$ cat src/rtl/m68k_bus_pkg.sv
// m68k_bus_pkg
// Shared definitions for the 68000 bus sequencer:
//   - bus_state_t        : sequencer state encoding
//   - LANES_*            : byte-lane codes ({upper, lower})
//   - TIMEOUT_CYCLES_DEF : default WAIT-state budget before a forced bus error
//   - lane_decode()      : maps the core's byte_ena onto active data strobes
package m68k_bus_pkg;

   typedef enum logic [2:0] {
      ST_IDLE    = 3'd0,
      ST_ADDR    = 3'd1,
      ST_STROBE  = 3'd2,
      ST_WDATA   = 3'd3,
      ST_WAIT    = 3'd4,
      ST_ACK     = 3'd5,
      ST_RELEASE = 3'd6
   } bus_state_t;

   localparam int         TIMEOUT_CYCLES_DEF = 64;

   localparam logic [1:0] LANES_NONE  = 2'b00;
   localparam logic [1:0] LANES_BOTH  = 2'b11;

   // The core signals a full word access with byte_ena = 00, so an empty
   // lane mask means both lanes.
   function automatic logic [1:0] lane_decode(input logic [1:0] be);
      logic [1:0] lanes;
      if (be == LANES_NONE) begin
         lanes = LANES_BOTH;
      end else begin
         lanes = be;
      end
      return lanes;
   endfunction

endpackage

$ cat src/rtl/m68k_bus_sequencer_timeout.sv
// bus_timeout
// Loadable down-counter that flags a hung bus cycle. Only instantiated when
// BUS_TIMEOUT_EN is defined.
//   clk, rst  : clock, synchronous active-high reset
//   load      : reload the counter with load_val (WAIT entry)
//   load_val  : reload value (cycle budget minus one)
//   en        : count enable (sequencer is in WAIT)
//   expire    : high during the last budgeted WAIT cycle
module bus_timeout #(
   parameter int WIDTH = 7
) (
   input  logic             clk,
   input  logic             rst,
   input  logic             load,
   input  logic [WIDTH-1:0] load_val,
   input  logic             en,
   output logic             expire
);

   logic [WIDTH-1:0] cnt_r;

   // Down-counter: reload on WAIT entry, count while waiting, park at zero.
   always_ff @(posedge clk) begin
      if (rst) begin
         cnt_r <= '0;
      end else if (load) begin
         cnt_r <= load_val;
      end else if (en && (cnt_r != '0)) begin
         cnt_r <= cnt_r - {{(WIDTH-1){1'b0}}, 1'b1};
      end else begin
         cnt_r <= cnt_r;
      end
   end

   assign expire = en && (cnt_r == '0);

endmodule

$ cat src/rtl/m68k_bus_sequencer.sv
// m68k_bus_sequencer
// Turns the j68 core's held rd_ena/wr_ena request into a 68000 asynchronous
// bus cycle (IDLE-ADDR-STROBE-[WDATA]-WAIT-ACK-RELEASE). Address, FC and R_Wn
// are set up one cycle before ASn; on writes data is driven one cycle before
// UDSn/LDSn. All bus and core outputs are registered.
// Optional feature: define BUS_TIMEOUT_EN to end a cycle with bus_err after
// TIMEOUT_CYCLES WAIT cycles without DTACKn/BERRn.
// Ports:
//   clk, rst              : clock, synchronous active-high reset
//   rd_ena, wr_ena        : core requests (write wins if both high)
//   byte_ena              : {upper, lower} lanes, 00 = word
//   address, wr_data, fc_in : request attributes, latched on acceptance
//   rd_data               : read data latched on DTACKn
//   data_ack, bus_err     : one-cycle completion / error pulses
//   addr, FC, R_Wn        : bus address [23:1], function code, direction
//   data_out, data_oe     : bus write data and its drive enable
//   data_in               : bus read data
//   ASn, UDSn, LDSn       : active-low strobes
//   DTACKn, BERRn         : active-low terminations, already synchronized
module m68k_bus_sequencer
   import m68k_bus_pkg::*;
#(
   parameter int TIMEOUT_CYCLES = TIMEOUT_CYCLES_DEF
) (
   input  logic        clk,
   input  logic        rst,
   input  logic        rd_ena,
   input  logic        wr_ena,
   input  logic [1:0]  byte_ena,
   input  logic [31:0] address,
   input  logic [15:0] wr_data,
   input  logic [2:0]  fc_in,
   output logic [15:0] rd_data,
   output logic        data_ack,
   output logic        bus_err,
   output logic [22:0] addr,
   output logic [15:0] data_out,
   output logic        data_oe,
   input  logic [15:0] data_in,
   output logic        ASn,
   output logic        UDSn,
   output logic        LDSn,
   output logic        R_Wn,
   output logic [2:0]  FC,
   input  logic        DTACKn,
   input  logic        BERRn
);

   bus_state_t  state_r, state_next_s;
   logic        err_r, err_next_s;
   logic        write_r;
   logic [1:0]  lanes_r;
   logic [22:0] addr_r;
   logic [2:0]  fc_r;
   logic [15:0] data_out_r;
   logic [15:0] rd_data_r;
   logic        as_n_r, uds_n_r, lds_n_r, r_wn_r, data_oe_r;
   logic        data_ack_r, bus_err_r;

   logic        accept_s, latch_rd_s, write_next_s, timeout_s;
   logic        as_n_next_s, ds_act_next_s, r_wn_next_s, data_oe_next_s;

   logic        unused_s;
   assign unused_s = ^{address[31:24], address[0]};

`ifdef BUS_TIMEOUT_EN
   localparam int TO_W = $clog2(TIMEOUT_CYCLES + 1);

   logic to_load_s;
   assign to_load_s = (state_next_s == ST_WAIT) && (state_r != ST_WAIT);

   bus_timeout #(.WIDTH(TO_W)) u_timeout (
      .clk      (clk),
      .rst      (rst),
      .load     (to_load_s),
      .load_val (TO_W'(TIMEOUT_CYCLES - 1)),
      .en       (state_r == ST_WAIT),
      .expire   (timeout_s)
   );
`else
   // Without the timeout the WAIT state is unbounded.
   logic [31:0] unused_to_s;
   assign unused_to_s = TIMEOUT_CYCLES;
   assign timeout_s   = 1'b0;
`endif

   // Next-state logic; BERRn beats DTACKn, and DTACKn beats the timeout.
   always_comb begin
      state_next_s = state_r;
      err_next_s   = err_r;
      accept_s     = 1'b0;
      latch_rd_s   = 1'b0;
      case (state_r)
         ST_IDLE: begin
            if (rd_ena || wr_ena) begin
               accept_s     = 1'b1;
               err_next_s   = 1'b0;
               state_next_s = ST_ADDR;
            end else begin
               state_next_s = ST_IDLE;
            end
         end
         ST_ADDR:   state_next_s = ST_STROBE;
         ST_STROBE: begin
            if (write_r) begin
               state_next_s = ST_WDATA;
            end else begin
               state_next_s = ST_WAIT;
            end
         end
         ST_WDATA:  state_next_s = ST_WAIT;
         ST_WAIT: begin
            if (!BERRn) begin
               err_next_s   = 1'b1;
               state_next_s = ST_ACK;
            end else if (!DTACKn) begin
               latch_rd_s   = !write_r;
               state_next_s = ST_ACK;
            end else if (timeout_s) begin
               err_next_s   = 1'b1;
               state_next_s = ST_ACK;
            end else begin
               state_next_s = ST_WAIT;
            end
         end
         ST_ACK:     state_next_s = ST_RELEASE;
         ST_RELEASE: state_next_s = ST_IDLE;
         default:    state_next_s = ST_IDLE;
      endcase
   end

   // Output decode from the next state, so the registered bus pins change
   // on the same edge the state does.
   always_comb begin
      write_next_s   = accept_s ? wr_ena : write_r;
      as_n_next_s    = 1'b1;
      ds_act_next_s  = 1'b0;
      r_wn_next_s    = 1'b1;
      data_oe_next_s = 1'b0;
      case (state_next_s)
         ST_ADDR: begin
            r_wn_next_s = !write_next_s;
         end
         ST_STROBE: begin
            as_n_next_s    = 1'b0;
            ds_act_next_s  = !write_next_s;
            r_wn_next_s    = !write_next_s;
            data_oe_next_s = write_next_s;
         end
         ST_WDATA, ST_WAIT: begin
            as_n_next_s    = 1'b0;
            ds_act_next_s  = 1'b1;
            r_wn_next_s    = !write_next_s;
            data_oe_next_s = write_next_s;
         end
         ST_ACK: begin
            // Strobes are up; data stays driven one more cycle for hold.
            r_wn_next_s    = !write_next_s;
            data_oe_next_s = write_next_s;
         end
         default: begin
            as_n_next_s    = 1'b1;
            ds_act_next_s  = 1'b0;
            r_wn_next_s    = 1'b1;
            data_oe_next_s = 1'b0;
         end
      endcase
   end

   // State, request latches and registered outputs.
   always_ff @(posedge clk) begin
      if (rst) begin
         state_r    <= ST_IDLE;
         err_r      <= 1'b0;
         write_r    <= 1'b0;
         lanes_r    <= LANES_NONE;
         addr_r     <= 23'd0;
         fc_r       <= 3'd0;
         data_out_r <= 16'd0;
         rd_data_r  <= 16'd0;
         as_n_r     <= 1'b1;
         uds_n_r    <= 1'b1;
         lds_n_r    <= 1'b1;
         r_wn_r     <= 1'b1;
         data_oe_r  <= 1'b0;
         data_ack_r <= 1'b0;
         bus_err_r  <= 1'b0;
      end else begin
         state_r <= state_next_s;
         err_r   <= err_next_s;
         if (accept_s) begin
            write_r    <= wr_ena;
            lanes_r    <= lane_decode(byte_ena);
            addr_r     <= address[23:1];
            fc_r       <= fc_in;
            data_out_r <= wr_data;
         end
         if (latch_rd_s) begin
            rd_data_r <= data_in;
         end
         as_n_r     <= as_n_next_s;
         uds_n_r    <= !(ds_act_next_s && lanes_r[1]);
         lds_n_r    <= !(ds_act_next_s && lanes_r[0]);
         r_wn_r     <= r_wn_next_s;
         data_oe_r  <= data_oe_next_s;
         data_ack_r <= (state_next_s == ST_ACK) && !err_next_s;
         bus_err_r  <= (state_next_s == ST_ACK) && err_next_s;
      end
   end

   assign rd_data  = rd_data_r;
   assign data_ack = data_ack_r;
   assign bus_err  = bus_err_r;
   assign addr     = addr_r;
   assign FC       = fc_r;
   assign data_out = data_out_r;
   assign data_oe  = data_oe_r;
   assign ASn      = as_n_r;
   assign UDSn     = uds_n_r;
   assign LDSn     = lds_n_r;
   assign R_Wn     = r_wn_r;

endmodule

$ cat config.mk
export PLATFORM = sky130hd
export DESIGN_NAME = m68k_bus_sequencer
export DESIGN_NICKNAME = d
export VERILOG_FILES = /design/src/rtl/m68k_bus_pkg.sv /design/src/rtl/m68k_bus_sequencer_timeout.sv /design/src/rtl/m68k_bus_sequencer.sv
export SDC_FILE = /design/constraint.sdc
export NUM_CORES = 1
export LEC_CHECK = 0
export CORE_UTILIZATION = 44
export CTS_BUF_LIST = sky130_fd_sc_hd__clkbuf_4 sky130_fd_sc_hd__clkbuf_8
export DETAILED_ROUTE_END_ITERATION = 12
export PLACE_DENSITY = 0.88
export SYNTH_ARGS = -nofsm -noshare
export SYNTH_HDL_FRONTEND = slang
export SYNTH_SLANG_ARGS = --single-unit
$ cat constraint.sdc
create_clock -name clk -period 2.2 [get_ports clk]
set_input_delay 0.44 -clock clk [delete_from_list [all_inputs] [get_ports clk]]
set_output_delay 0.44 -clock clk [all_outputs]
set_load 0.03 [all_outputs]
==> reports/results.txt, run 1 <==
first-pass GRT wire length -> 10.6 mm
Power, Total -> 3.47 mW
CP max FO -> 2
Post-DP Area -> 0.00403 mm²
max frequency -> 535 MHz
top_reg_cell synth -> dfxtp_1
antenna fix cells -> 0
Detail Route Antenna Nets -> 0
Max VDD drop -> 485 µV
Critical Path Start -> addr[1]
Core Area -> 0.00592 mm²
RR Startpoint -> state_r[2]
Synth cell types -> 34
CTS-repair resized insts -> 0
crit end category -> output port
NetSw -> 1.11 mW
PD cells -> 821 mW/mm²
gr usage total -> 21.3%
Clk Latency, worst-skew pair -> 0.34 ns
kind of critical path -> reg -> out
Post-Synthesis Cell Area -> 0.00272 mm²
vias in the first global route -> 2420
largest net degree at the start of global routing -> 35
Leak -> 1.67 nW
FFs w/ async S/R, synth -> 0%
worst r2r path cells -> 5
final non-filler cell area -> 0.00423 mm²
Worst-Margin Slew -> 0.505 ns
Final Non-Filler Cells -> 506
die area -> 0.00649 mm²
CTS max path bufs -> 2
hold_ws -> 0.403 ns
Syn. warnings -> 0
Final Skew -> 0.00528 ns
Flop pwr share -> 43.3%
synth top area cells -> dfxtp_1 53%, nand2_1 12%, mux2i_1 6.3%, a21oi_1 5.5%, a21oi_2 5.5%
worst-path cell chain -> clkdlybuf4s50_1
Avg Inst Size Synth -> 9.12 µm²
Pre-antenna DRT Iters -> 4
WHS Path Cells -> 1
Worst path max stage delay -> 0.72 ns
CP bufs+invs -> 1
H-tree depth -> 3
Seq cells post-synth -> 72
HP Start -> lanes_r[0]
postcts setup bufs -> 0
outcome -> completed
placed cell count -> 490
Synth area leader -> dfxtp_1
Hold-fix buffers, CTS -> 0
root buffer cell -> clkbuf_8
vias post-DR -> 2454
CP required -> 1.76 ns
GP Congestion -> 0.773
sequential-to-total area share from yosys stat -> 53.1%
Yosys top cell area share -> 53.1%
Mapped Nets -> 373
CP Depth -> 1
Core Rows -> 28
top cell family by delay on the critical path -> buffers and inverters
Startpoint Class -> flip-flop
Die W -> 80.6 µm
final slew viol count -> 0
commonest non-fill, non-tap cell in the layout -> clkdlybuf4s50_1
Internal -> 2.36 mW
unrepaired setup endpoints after global routing -> false
DRT iter0 DRCs -> 77
Worst Setup Slack, final -> 0.331 ns
final setup fails -> 0
Starting Density -> 45.9%
min Tclk post-route -> 1.87 ns
Max-cap violations -> 0
HPWL Detailed -> 4.64 mm
gr ovfl total -> 0
DR WL/cell -> 13.3 µm
Worst Path Arrival -> 1.43 ns
Hold Path Class -> reg -> reg
IO Pins -> 140
Fin. Hold Viols -> 0
Logic pwr share -> 28.5%
initial antenna violation count -> 0
clk slew on worst S/H paths -> 0.08 ns
Gate Count Post-Synth -> 298
commonest non-fill, non-tap cells in the layout -> 129 x clkdlybuf4s50_1, 86 x nand2_1, 72 x dfxtp_1, 30 x a21oi_1, 23 x nor2_1
vias per cell -> 4.85
Final #Nets -> 501
WL final -> 6.72 mm
clk sinks -> 72
DRC -> 0
clock buffer count from CTS -> 9
Worst Setup Slack post-DPL -> 0.169 ns
Core Util, Final -> 71.4%
Port Buffer Count -> 130
Post-synth EDFFs -> 0
area grow syn2layout -> 55.6%
worst rel slew slack -> 66.3%
TritonCTS clock tree -> built
share of cells above drive strength 1 -> 10.9%
Clk pwr share -> 28.2%
Final period util -> 84.9%
switching share of power -> 32.0%
total negative slack -> 0 ns
die height -> 80.6 µm
crit path max-delay cell type -> clkdlybuf4s50_1
[routing by layer]
layer | vias to the layer above | part of all wire (%) | GRT usage [%]
met5 | - | 0 | 0
li1 | 1234 | - | -
met3 | 14 | 6.2 | 5.57
met2 | 75 | 50 | 39.2
met4 | 0 | 2.1 | 10.7
met1 | 1131 | 41 | 22.2
[power by group through the flow]
stage	Combinational (mW)	Sequential [mW]	Clock, mW
after floorplan	0.426	1.73	0
after global placement	0.973	1.52	0
after detailed placement	0.992	1.53	0
after CTS	0.998	1.50	1.00
after global routing	1.06	1.52	1.07
final	0.988	1.50	0.979
[cells by family after synthesis]
kind of cell,Yosys count,synth area share (%)
simple gates,129,20.6
flops,72,53.1
compound gates,57,14.0
buf+inv,23,6.08
mux,17,6.26
[synthesized netlist by cell type (2+ instances only)]
cell type and count:
buf_2 6, buf_12 3, nand2b_1 4, mux2i_1 17, nor3_1 3, dfxtp_1 72, a21oi_2 17, nand3_1 2
a31oi_1 2, nor2_1 23, nand2_1 86, nor3b_1 2, inv_1 4, or2_2 2, a21oi_1 30, clkbuf_1 7
[cell type report]
class	count	area, µm²
clock inverters	4	27.5
repair buffers	136	1370
inverters	4	15.0
flip-flops and latches	72	1440
clock buffers	12	165
fillers	467	1690
well taps	75	93.8
multi-input cells	203	1120
[state kept, by name, summed over array words and instances (netlist names)]
signal	count
addr	23
data_out	16
rd_data	16
FC	3
state_r	3
lanes_r	2
ASn	1
LDSn	1
R_Wn	1
UDSn	1
bus_err	1
data_ack	1
data_oe	1
err_r	1
write_r	1
[path summary, 6_finish.rpt]
check | end | slack, ns
setup / recovery | addr[1] | 0.33
hold / removal | LDSn | 0.40
setup reg to reg | lanes_r[0] | 0.54
hold reg to reg | LDSn | 0.40
Power figures use the tool's default switching activity.
==> inputs of run 2 (changes only) <==
--- a/config.mk
+++ b/config.mk
@@ -5,10 +5,10 @@
 export SDC_FILE = /design/constraint.sdc
 export NUM_CORES = 1
 export LEC_CHECK = 0
-export CORE_UTILIZATION = 44
+export CORE_UTILIZATION = 37
 export CTS_BUF_LIST = sky130_fd_sc_hd__clkbuf_4 sky130_fd_sc_hd__clkbuf_8
 export DETAILED_ROUTE_END_ITERATION = 12
-export PLACE_DENSITY = 0.88
+export PLACE_DENSITY = 0.79
 export SYNTH_ARGS = -nofsm -noshare
 export SYNTH_HDL_FRONTEND = slang
 export SYNTH_SLANG_ARGS = --single-unit
==> constraint.sdc (replaced) <==
create_clock -name clk -period 1.5 [get_ports clk]
set_input_delay 0.3 -clock clk [delete_from_list [all_inputs] [get_ports clk]]
set_output_delay 0.3 -clock clk [all_outputs]
set_load 0.03 [all_outputs]
==> run 2 against run 1 <==
  * Critical path type is now reg -> reg
  * Highest routed layer unchanged
  * Cell area rose by 0.47%
  * Combinational power rose by 42%
  * Via count fell by 0.12%
  * Non-clock buffer count rose by 6
  * Largest cell class unchanged
  * Clock skew rose by 0.0020 ns
  * Critical endpoint is now UDSn
==> reports/results.txt, run 2 (same netlist as run 1, synthesis figures left out) <==
die area -> 0.00769 mm²
GP Congestion -> 0.732
postcts setup bufs -> 0
Final Non-Filler Cells -> 532
CP required -> 1.72 ns
TritonCTS clock tree -> built
share of cells above drive strength 1 -> 12.6%
kind of critical path -> reg -> reg
Max-cap violations -> 0
Detail Route Antenna Nets -> 0
final setup fails -> 0
crit end category -> flip-flop
crit path max-delay cell type -> or4b_1
Core Area -> 0.00694 mm²
Leak -> 1.97 nW
die height -> 87.7 µm
CP max FO -> 5
Hold Path Class -> in -> reg
CP bufs+invs -> 0
Core Rows -> 30
top cell family by delay on the critical path -> simple AND/OR/NAND/NOR gates
clk sinks -> 72
IO Pins -> 140
min Tclk post-route -> 1.43 ns
area grow syn2layout -> 56.3%
Starting Density -> 39.1%
initial antenna violation count -> 0
Port Buffer Count -> 130
Final #Nets -> 507
WL final -> 6.68 mm
HPWL Detailed -> 4.76 mm
final slew viol count -> 0
clock buffer count from CTS -> 9
Worst path max stage delay -> 0.54 ns
commonest non-fill, non-tap cell in the layout -> nand2_1
DRT iter0 DRCs -> 80
Die W -> 87.7 µm
Worst Path Arrival -> 1.64 ns
CTS max path bufs -> 2
Worst-Margin Slew -> 0.337 ns
clk slew on worst S/H paths -> 0.07 ns
Max VDD drop -> 522 µV
commonest non-fill, non-tap cells in the layout -> 86 x nand2_1, 70 x dfxtp_1, 65 x dlygate4sd2_1, 64 x clkdlybuf4s50_1, 30 x a21oi_1
worst rel slew slack -> 77.7%
H-tree depth -> 3
Fin. Hold Viols -> 0
Worst Setup Slack post-DPL -> -0.237 ns
Worst Setup Slack, final -> 0.0742 ns
first-pass GRT wire length -> 11.0 mm
Clk Latency, worst-skew pair -> 0.35 ns
vias in the first global route -> 2491
unrepaired setup endpoints after global routing -> false
Final period util -> 95.1%
DRC -> 0
max FFs per register -> 23
Pre-antenna DRT Iters -> 4
vias per cell -> 4.61
PD cells -> 1200 mW/mm²
Startpoint Class -> flip-flop
largest net degree at the start of global routing -> 46
worst-path cell chain -> or4b_1, a22oi_2, or3b_1, nand3_1
gr ovfl total -> 0
root buffer cell -> clkbuf_8
Hold-fix buffers, CTS -> 0
DR WL/cell -> 12.6 µm
gr usage total -> 18.5%
outcome -> completed
max frequency -> 701 MHz
Final Skew -> 0.00727 ns
antenna fix cells -> 0
vias post-DR -> 2451
Core Util, Final -> 61.2%
placed cell count -> 517
-- run 2: changes by cell type in the layout (fill, tap and decap cells not counted), sizes merged --
cell           previous run  this run
buf                       7        13
bufinv                    0         1
clkbuf                   12        11
clkdlybuf4s50           129        64
clkinv                    1         3
clkinvlp                  3         0
dlygate4sd2               0        65
-- run 2: what timing repair did --
item                       CTS  global route
gates resized for setup     65             3
setup endpoints to repair   65             3
hold endpoints to repair     0             0
pin swaps                    0             0
-- run 2: path summary, 6_finish.rpt --
check	depth (start not counted)	from	end	slack [ns]
worst min-delay path	2	rst	data_out[7]	0.30
worst min register to register	1	lanes_r[0]	LDSn	0.40
worst max-delay path	4	state_r[2]	UDSn	0.07
worst max register to register	4	state_r[2]	UDSn	0.07
-- run 2: final cells by class --
type | instances | area (µm²)
multi-input cells | 203 | 1120
inverters | 4 | 15.0
fillers | 625 | 2700
repair buffers | 142 | 1360
clock inverters | 4 | 45.0
clock buffers | 11 | 145
flip-flops and latches | 72 | 1440
well taps | 96 | 120
-- run 2: metal layers --
metal | vias up | global-route usage [%] | share of wire (%)
met5 | - | 0 | 0
met4 | 0 | 6.71 | 1.9
met3 | 11 | 7.35 | 6.1
met2 | 82 | 32.2 | 50
met1 | 1109 | 20.6 | 42
li1 | 1249 | - | -
-- run 2: power by group --
part           internal (mW)  switching, mW
logic                  0.568          0.831
clock network          0.814          0.671
registers               2.09         0.0993
-- run 2: through the flow --
step	setup TNS [ns]	area (µm²)	hold WS [ns]	total power, mW
after floorplan	0	2720	0.368	3.16
after global placement	-4.18	4130	0.379	3.72
after detailed placement	-5.20	4130	0.381	3.75
after CTS	0	4240	0.303	5.12
after global routing	0	4250	0.302	5.35
final	0	4250	0.301	5.08
==> inputs of run 3 (changes only) <==
==> constraint.sdc (replaced) <==
create_clock -name clk -period 1.2 [get_ports clk]
set_input_delay 0.24 -clock clk [delete_from_list [all_inputs] [get_ports clk]]
set_output_delay 0.24 -clock clk [all_outputs]
set_load 0.03 [all_outputs]
==> run 3 against run 2 <==
  * The run now ends with negative setup slack left
  * Setup slack worse by 0.23 ns
  * Largest cell class is now non-clock buffers
  * Register-to-register slack worse by 0.23 ns
  * Final cell count up 3.4%
  * Cell area grew 6.6%
==> reports/results.txt, run 3 (same netlist as run 1, synthesis figures left out) <==
Core Area -> 0.00694 mm²
crit path max-delay cell type -> or3b_4
Final period util -> 113%
Max VDD drop -> 738 µV
Final #Nets -> 524
HP Start -> rst
Pre-antenna DRT Iters -> 4
Hold Path Class -> in -> reg
PD cells -> 1570 mW/mm²
largest net degree at the start of global routing -> 31
GP Congestion -> 0.754
root buffer cell -> clkbuf_8
Starting Density -> 39.1%
clock buffer count from CTS -> 9
CTS max path bufs -> 2
clk sinks -> 72
die area -> 0.00769 mm²
gr usage total -> 17.9%
RR Startpoint -> state_r[1]
IO Pins -> 140
antenna fix cells -> 0
gr ovfl total -> 0
max FFs per register -> 23
worst rel slew slack -> 79.7%
Multi-input gate area -> 0.00121 mm²
# fillers -> 580
area grow syn2layout -> 66.7%
max frequency -> 735 MHz
Final Skew -> 0.00661 ns
reg-to-reg slack, setup -> -0.16 ns
clk slew on worst S/H paths -> 0.07 ns
placed cell count -> 525
Core Util, Final -> 65.2%
die height -> 87.7 µm
Max-cap violations -> 0
vias post-DR -> 2541
worst-path cell chain -> nor3_4, buf_4, a22oi_2, or3b_4, nand3_1
HPWL Detailed -> 4.83 mm
Core Rows -> 30
failing checks -> negative setup slack
Worst Setup Slack, final -> -0.161 ns
CP required -> 1.48 ns
Worst path max stage delay -> 0.38 ns
DRC -> 0
DR WL/cell -> 13.3 µm
Worst Path Arrival -> 1.64 ns
Final Non-Filler Cells -> 550
unrepaired setup endpoints after global routing -> true
CP max FO -> 3
Port Buffer Count -> 130
Clk Latency, worst-skew pair -> 0.34 ns
final setup fails -> 68
Die W -> 87.7 µm
Worst-Margin Slew -> 0.304 ns
Detail Route Antenna Nets -> 0
WL final -> 7.31 mm
DRT iter0 DRCs -> 68
Leak -> 1.99 nW
Fin. Hold Viols -> 0
initial antenna violation count -> 0
hold_ws -> 0.242 ns
Critical Path Start -> state_r[1]
Startpoint Class -> flip-flop
crit end category -> flip-flop
Worst Setup Slack post-DPL -> -0.481 ns
share of cells above drive strength 1 -> 35.5%
H-tree depth -> 3
TritonCTS clock tree -> built
final slew viol count -> 0
commonest non-fill, non-tap cells in the layout -> 81 x nand2_1, 81 x buf_4, 69 x dfxtp_1, 64 x clkdlybuf4s50_1, 25 x a21oi_1
Hold-fix buffers, CTS -> 0
vias in the first global route -> 2420
min Tclk post-route -> 1.36 ns
vias per cell -> 4.62
outcome -> finished, violations left
total negative slack -> -7.10 ns
kind of critical path -> reg -> reg
register area -> 0.00145 mm²
first-pass GRT wire length -> 10.6 mm
run 3: cell count changes in the layout (fill, tap and decap cells not counted), moves of 3 or more:
cell | previous run | this run
nand2_2 | 0 | 5
clkbuf_16 | 0 | 4
dlygate4sd2_1 | 65 | 0
a21oi_2 | 17 | 22
nand2_1 | 86 | 81
buf_4 | 8 | 81
nor2_1 | 23 | 19
buf_6 | 0 | 3
a21oi_1 | 30 | 25
nor2_2 | 0 | 4
run 3: path summary, 6_finish.rpt:
path / endpoint / depth (start not counted)
hold reg to reg: LDSn / 1
setup reg to reg: UDSn / 5
hold / removal: state_r[2] / 2
setup / recovery: UDSn / 5
run 3: power breakdown:
part	switching, mW	internal [mW]	total [mW]	leakage [nW]
Clock	0.836	1.30	2.13	0.118
Sequential	0.128	2.62	2.75	0.591
Combinational	1.17	1.06	2.23	1.28
Total	2.14	4.97	7.11	1.99
run 3: repair_timing:
| item | 4_1_cts | 5_1_grt |
|---|---|---|
| resized for setup | 6 | 25 |
| setup endpoints to repair | 67 | 70 |
| gates cloned | 0 | 4 |
| buffers inserted | 1 | 5 |
| pin swaps | 4 | 7 |
run 3: metrics by stage:
stage / instance area, µm² / total power, mW
after floorplan: 2730 / 3.95
after global placement: 4050 / 4.66
after detailed placement: 4050 / 4.70
after CTS: 4300 / 6.87
after global routing: 4530 / 7.45
final: 4530 / 7.11
run 3: layer usage:
layer	vias up	global-route usage [%]	wire, µm
li1	1280	-	-
met1	1165	20.1	3200
met2	87	32.1	3550
met3	9	4.62	468
met4	0	7.60	85
met5	-	0	0
run 3: worst max-delay path: cells and delay by family (launching register included):
kind                   cells  cell delay [ns]
AND/OR/NAND/NOR            3             0.70
flip-flops                 1             0.37
AO/OA/AOI/OAI              1             0.08
buffers and inverters      1             0.15
run 3: layout make-up:
class	count	area share, %
Tap cell	96	2.65
Inverter	4	0.332
Sequential cell	72	32.0
Clock inverter	3	1.44
Timing Repair Buffer	159	33.3
Multi-Input combinational cell	203	26.7
Clock buffer	13	3.54
